## src/rtl/div_unit.sv

```systemverilog
// div_unit: multi-cycle restoring divider, one quotient bit per clock.
// Signed mode truncates toward zero; the remainder takes the dividend's sign.
// A zero divisor skips the iteration loop and reports all-ones / dividend.
`timescale 1ns/1ps
module div_unit #(
  parameter int unsigned WIDTH = 8
) (
  input  logic             CLK,
  input  logic             RESET,
  input  logic [WIDTH-1:0] DATA1,
  input  logic [WIDTH-1:0] DATA2,
  input  logic             SIGNED,
  input  logic             START,
  output logic [WIDTH-1:0] QUOTIENT,
  output logic [WIDTH-1:0] REMAINDER,
  output logic             BUSY,
  output logic             DONE,
  output logic             DIV_BY_ZERO
);

  localparam int unsigned CntW = (WIDTH > 1) ? $clog2(WIDTH) : 1;

  typedef enum logic [1:0] {StIdle, StCalc, StFixup, StDone} state_e;

  state_e state_q, state_d;

  logic [CntW-1:0]  cnt_q;
  logic [WIDTH:0]   rem_q;     // partial remainder
  logic [WIDTH-1:0] dvd_q;     // dividend magnitude, shifts into the quotient
  logic [WIDTH-1:0] dvs_q;     // divisor magnitude
  logic             q_neg_q;
  logic             r_neg_q;
  logic             zero_q;    // current operation has a zero divisor
  logic [WIDTH-1:0] quo_q;
  logic [WIDTH-1:0] rmd_q;
  logic             dbz_q;

  logic             accept;
  logic             zero_div;
  logic             sign1;
  logic             sign2;
  logic [WIDTH-1:0] mag1;
  logic [WIDTH-1:0] mag2;
  logic [WIDTH:0]   shifted;
  logic [WIDTH+1:0] diff;

  assign accept   = START && ((state_q == StIdle) || (state_q == StDone));
  assign zero_div = (DATA2 == '0);
  assign sign1    = SIGNED & DATA1[WIDTH-1];
  assign sign2    = SIGNED & DATA2[WIDTH-1];
  // |-2^(W-1)| wraps to the same bit pattern, which is correct as unsigned.
  assign mag1     = sign1 ? -DATA1 : DATA1;
  assign mag2     = sign2 ? -DATA2 : DATA2;

  // Extra top bit on the difference keeps the trial sign exact when the
  // shifted remainder exceeds 2^W.
  assign shifted  = {rem_q[WIDTH-1:0], dvd_q[WIDTH-1]};
  assign diff     = {1'b0, shifted} - {2'b00, dvs_q};

  // State register.
  always_ff @(posedge CLK or posedge RESET) begin
    if (RESET) begin
      state_q <= StIdle;
    end else begin
      state_q <= state_d;
    end
  end

  // Next-state logic; a zero divisor goes straight to the result stage.
  always_comb begin
    state_d = state_q;
    unique case (state_q)
      StIdle, StDone: begin
        if (accept) begin
          state_d = zero_div ? StFixup : StCalc;
        end else begin
          state_d = StIdle;
        end
      end
      StCalc:  state_d = (cnt_q == '0) ? StFixup : StCalc;
      StFixup: state_d = StDone;
      default: state_d = StIdle;
    endcase
  end

  // Status outputs decoded from the state.
  always_comb begin
    BUSY = 1'b0;
    DONE = 1'b0;
    unique case (state_q)
      StCalc, StFixup: BUSY = 1'b1;
      StDone:          DONE = 1'b1;
      default:         ;
    endcase
  end

  // Datapath: operand capture, one restoring step per CALC cycle, sign fix-up.
  always_ff @(posedge CLK or posedge RESET) begin
    if (RESET) begin
      cnt_q   <= '0;
      rem_q   <= '0;
      dvd_q   <= '0;
      dvs_q   <= '0;
      q_neg_q <= 1'b0;
      r_neg_q <= 1'b0;
      zero_q  <= 1'b0;
      quo_q   <= '0;
      rmd_q   <= '0;
      dbz_q   <= 1'b0;
    end else if (accept) begin
      dbz_q   <= 1'b0;
      zero_q  <= zero_div;
      q_neg_q <= sign1 ^ sign2;
      r_neg_q <= sign1;
      // Raw dividend is kept for a zero divisor so it is reported unmodified.
      dvd_q   <= zero_div ? DATA1 : mag1;
      dvs_q   <= mag2;
      rem_q   <= '0;
      cnt_q   <= CntW'(WIDTH - 1);
    end else if (state_q == StCalc) begin
      rem_q <= diff[WIDTH+1] ? shifted : diff[WIDTH:0];
      dvd_q <= {dvd_q[WIDTH-2:0], ~diff[WIDTH+1]};
      cnt_q <= cnt_q - 1'b1;
    end else if (state_q == StFixup) begin
      if (zero_q) begin
        quo_q <= '1;
        rmd_q <= dvd_q;
        dbz_q <= 1'b1;
      end else begin
        quo_q <= q_neg_q ? -dvd_q : dvd_q;
        rmd_q <= r_neg_q ? -rem_q[WIDTH-1:0] : rem_q[WIDTH-1:0];
      end
    end
  end

  assign QUOTIENT    = quo_q;
  assign REMAINDER   = rmd_q;
  assign DIV_BY_ZERO = dbz_q;

endmodule
```

## config.mk

```make
export PLATFORM = sky130hd
export DESIGN_NAME = div_unit
export DESIGN_NICKNAME = d
export VERILOG_FILES = /design/src/rtl/div_unit.sv
export SDC_FILE = /design/constraint.sdc
export NUM_CORES = 1
export LEC_CHECK = 0
export BUFFER_PORTS_ARGS = -buffer_cell sky130_fd_sc_hd__buf_2
export CAP_MARGIN = 20
export CORE_MARGIN = 2
export CORE_UTILIZATION = 55
export CTS_CLUSTER_SIZE = 28
export DETAILED_ROUTE_END_ITERATION = 7
export GPL_TIMING_DRIVEN = 0
export PLACE_DENSITY = 0.79
export RECOVER_POWER = 100
export SYNTH_ARGS = -nofsm -noshare
export SYNTH_HDL_FRONTEND = slang
export SYNTH_SLANG_ARGS = --single-unit
```

## constraint.sdc

```tcl
create_clock -name CLK -period 4.2 [get_ports CLK]
set_input_delay 0 -clock CLK [delete_from_list [all_inputs] [get_ports CLK]]
set_output_delay 0 -clock CLK [all_outputs]
set_load 0.005 [all_outputs]
```

==> summary.md <==
The tools report the number of global-route vias before repair as 2588. The tree built by TritonCTS fans out to 49 sinks. The row count is 27, and the largest driver fanout on the critical path is 6.

The run finished, with violations left. The tools report the post-cts repair resize count as 0. Summing every instance area after synthesis gives 3180 um^2. The number of DRC violations after detailed routing was 0; the internal power summed over all cells was 0.00139 W.

The minimum setup slack after placement is 1.97 ns. The smallest clock period supported by the final layout is computed as 2.66 ns. The number of warnings reported in the yosys synthesis log is 0, and the number of antenna repair diodes is 0. Traced cell by cell, the critical path runs through dlygate4sd3_1 -> clkbuf_1 -> inv_1 -> ha_1 -> or4b_1 -> o41ai_1 -> mux2i_1 -> a21oi_1. Total track usage: 0.241.

The share of the core filled with cells was 0.646; the number of enable-type register cells in the synthesized netlist was 0. The run gives 0.323 as the register share of total power. The run gives 1 as the count of maximum capacitance violations. The synthesized design spends more area on one cell type than any other, namely sky130_fd_sc_hd__dfrtp_1.

The layout-stage area growth over the synthesis result works out to 12.4%. Summing all flip-flop and latch instances after layout gives 1230 um^2. The initial core utilization came out at 0.575.

The cell at the root of the clock tree is sky130_fd_sc_hd__clkbuf_8. For the relative max-transition margin, the log shows -0.00943. The final route contains 2665 vias. The violation count after the first detailed-route iteration was 135. The multi-input combinational cells in the finished layout cover a total of 1730 um^2. Entering global routing, the biggest net connects 29 pins. The tools report the H-tree depth as 2. Synthesis handed over a netlist of 353 instances.

The synthesized area divided by synthesized cell count is 9.02 um^2, and the count of filler cells inserted in the layout is 481. After clock tree synthesis, the clock-pin slew on the worst setup and hold paths is 0.09 ns. The run gives 0.308 as the met1 layer usage reported by global route.

The total nets after synthesis is 391, and the chip height is 80.1 um. The tools report the global-route met2 utilization as 0.420. The run gives 1.54 ns as the worst setup slack after layout.

The largest incremental delay on the critical path is 0.95 ns. The checks that failed: max-capacitance violations, max-slew violations. Maximum clock frequency: 376 MHz. In the post-synthesis netlist, the biggest area contributors are sky130_fd_sc_hd__dfrtp_1, sky130_fd_sc_hd__ha_1, sky130_fd_sc_hd__xnor2_1, sky130_fd_sc_hd__nand2_1, sky130_fd_sc_hd__o21ai_0.

After detailed routing, the average wire length per cell comes to 15.1 um. TritonCTS built the clock tree. The run gives 0.0472 as the routing usage on met3.

The part of the Yosys area used for sequential elements was 0.385; the clock insertion delay at the later pin of the skew report was 0.31 ns. The tools report the startpoint type of the worst setup path as an input port. The busiest layer in global routing was met2.

The die covers 6410 um^2. The critical path capture point type was a flip-flop. The power density over cell area came out at 697 nW/um^2.

The main flop type after synthesis is sky130_fd_sc_hd__dfrtp_1. The initial antenna violation count came out at 0. The final period utilization is 0.633, and the setup violation total in the final timing report is 0. The critical path start-end classification is input port to flip-flop.

The tools report the leakage power figure as 1.65 nW. Port buffering added 38 buffers. The count of endpoints failing hold in the final timing report was 0.

The relative contribution of combinational cells to total power is 0.543, and the die extent in x is 80.1 um. At the pin with the least slew margin, the transition time is 1.51 ns. Summed over all nets, the switching power comes to 0.00110 W.

The estimated wirelength of the detail-placed design was 5530 um. The highest ir drop seen on vdd came out at 0.340 mV. Setup TNS: 0 ns. The clock passes through at most 2 buffers. The clock arrives with 0.0130 ns of skew. Fraction of final layout cells sized beyond drive strength 1: 0.119.

Count of buffers added by post-CTS timing repair for setup: 0. Hold repair after CTS inserted 5 buffers. For the post-layout instance count excluding filler cells, the log shows 477. The switching power share of the total came out at 0.441.

The portion of synthesized cell area occupied by the leading cell type is 0.385, and the count of final max-slew check failures is 29. The largest individual stage delay along the critical path comes from the cell sky130_fd_sc_hd__o41ai_1. The synthesized netlist contains 52 unique library cells. The logs give 0.134 for the share of power burned in the clock network and 0.816 for the final weighted congestion in routability-driven placement.

The path type of the worst min-delay path was input port to flip-flop. At the worst endpoint, the arrival time is 2.84 ns. The number of primary I/O pins is 39, and the register bit count reported by yosys is 49.

The core region is 5540 um^2. The final layout contains 442 nets. After global routing the overflow that remains totals 0.

For the TritonCTS buffer count, the log shows 5. After detailed placement, the design holds a cell count of 464. Average vias per placed instance: 5.59. The share of flip-flops with an asynchronous set or reset after synthesis works out to 1.00. The first global-routing pass estimated 12000 um of wire. Setup repair after global routing left no endpoint under its margin. The number of nets still failing antenna checks after routing is 0, and the endpoint required time on the critical path is 4.38 ns.

The number of optimization iterations in the first detailed-route pass is 4. Summed over all layers, the routed wires come to 7220 um.
power groups by stage:
stage	clock network, W	registers [W]	logic (W)
after floorplan	0	0.000767	0.00106
after detailed placement	0	0.000815	0.00136
final	0.000334	0.000805	0.00136
after CTS	0.000343	0.000805	0.00138
after global routing	0.000359	0.000827	0.00154
after global placement	0	0.000806	0.00132
layout make-up:
class	instances	area share
Timing Repair Buffer	44	0.0657
Tap cell	72	0.0252
Inverter	29	0.0304
Multi-Input combinational cell	255	0.483
Clock buffer	6	0.0203
Buffer	20	0.0220
Clock inverter	2	0.0108
Sequential cell	49	0.343
worst max-delay path, delay by kind of cell:
family	cells	cell delay, ns
and+or+nand+nor	1	0.48
muxes	1	0.39
buffers and inverters	3	0.72
adders and majority gates	1	0.18
AOI/OAI and AO/OA	2	1.06
through the flow:
step                total power, W  cell area (um^2)  hold WS, ns
floorplan                  0.00183              3180        0.133
global placement           0.00212              3460        0.293
detailed placement         0.00218              3480       0.0513
CTS                        0.00253              3650      0.00410
global route               0.00273              3580       0.0372
finish                     0.00249              3580      0.00966
cell families after synthesis:
family	count (synthesis)	share of synthesized area
adders and majority gates	18	0.0731
DFF	49	0.385
and+or+nand+nor	101	0.155
xor gates and xnor gates	28	0.0770
buffers and inverters	49	0.0605
AOI/OAI and AO/OA	93	0.198
muxes	15	0.0507
placed cells by master, fill, tap and decap left out, types with 4 or more instances in the layout:
| cell type | instances |
|---|---|
| sky130_fd_sc_hd__o31ai_1 | 6 |
| sky130_fd_sc_hd__nand2_1 | 36 |
| sky130_fd_sc_hd__a21oi_1 | 22 |
| sky130_fd_sc_hd__xnor2_1 | 18 |
| sky130_fd_sc_hd__inv_1 | 29 |
| sky130_fd_sc_hd__dlygate4sd3_1 | 5 |
| sky130_fd_sc_hd__a211oi_1 | 9 |
| sky130_fd_sc_hd__xor2_1 | 10 |
| sky130_fd_sc_hd__mux2i_1 | 9 |
| sky130_fd_sc_hd__clkbuf_1 | 28 |
| sky130_fd_sc_hd__buf_2 | 31 |
| sky130_fd_sc_hd__nor2_1 | 26 |
| sky130_fd_sc_hd__nor3_1 | 5 |
| sky130_fd_sc_hd__o21ai_0 | 26 |
| sky130_fd_sc_hd__mux2_2 | 5 |
| sky130_fd_sc_hd__o22a_1 | 5 |
| sky130_fd_sc_hd__ha_1 | 17 |
| sky130_fd_sc_hd__nand3_1 | 6 |
| sky130_fd_sc_hd__nor2b_1 | 8 |
| sky130_fd_sc_hd__dfrtp_1 | 49 |
| sky130_fd_sc_hd__a31oi_1 | 4 |
| sky130_fd_sc_hd__clkbuf_8 | 5 |
flip-flops by register name, summed over array words and instances (netlist names):
name	flops
DIV_BY_ZERO	1
QUOTIENT	8
REMAINDER	8
cnt_q	3
dvd_q	8
dvs_q	8
q_neg_q	1
r_neg_q	1
rem_q	8
state_q	2
zero_q	1
path summary, 6_finish.rpt:
check | startpoint | end | slack [ns] | depth (start not counted)
min | DATA1[4] | dvd_q[4] | 0.01 | 3
max in group asynchronous | RESET | r_neg_q | 1.93 | 4
max reg2reg | rem_q[3] | rem_q[4] | 1.69 | 7
min reg2reg | dvs_q[4] | dvs_q[4] | 0.49 | 2
min in group asynchronous | RESET | QUOTIENT[6] | 0.39 | 3
max | DATA2[0] | dvd_q[1] | 1.54 | 8
metal layers:
layer	vias up	share of wire
li1	1340	-
met1	1242	0.44
met2	74	0.49
met3	9	0.056
met4	0	0.011
met5	-	0
synth_stat cells (all sizes together) (4+ instances only):
library cell  instances
a211oi                9
a21oi                23
a31oi                 4
buf                   4
clkbuf               16
dfrtp                49
ha                   17
inv                  29
mux2                  6
mux2i                 9
nand2                36
nand3                 6
nor2                 26
nor2b                 8
nor3                  5
o21ai                27
o22a                  5
o31ai                 6
xnor2                18
xor2                 10
No activity file was read; power rests on OpenSTA's default activity.
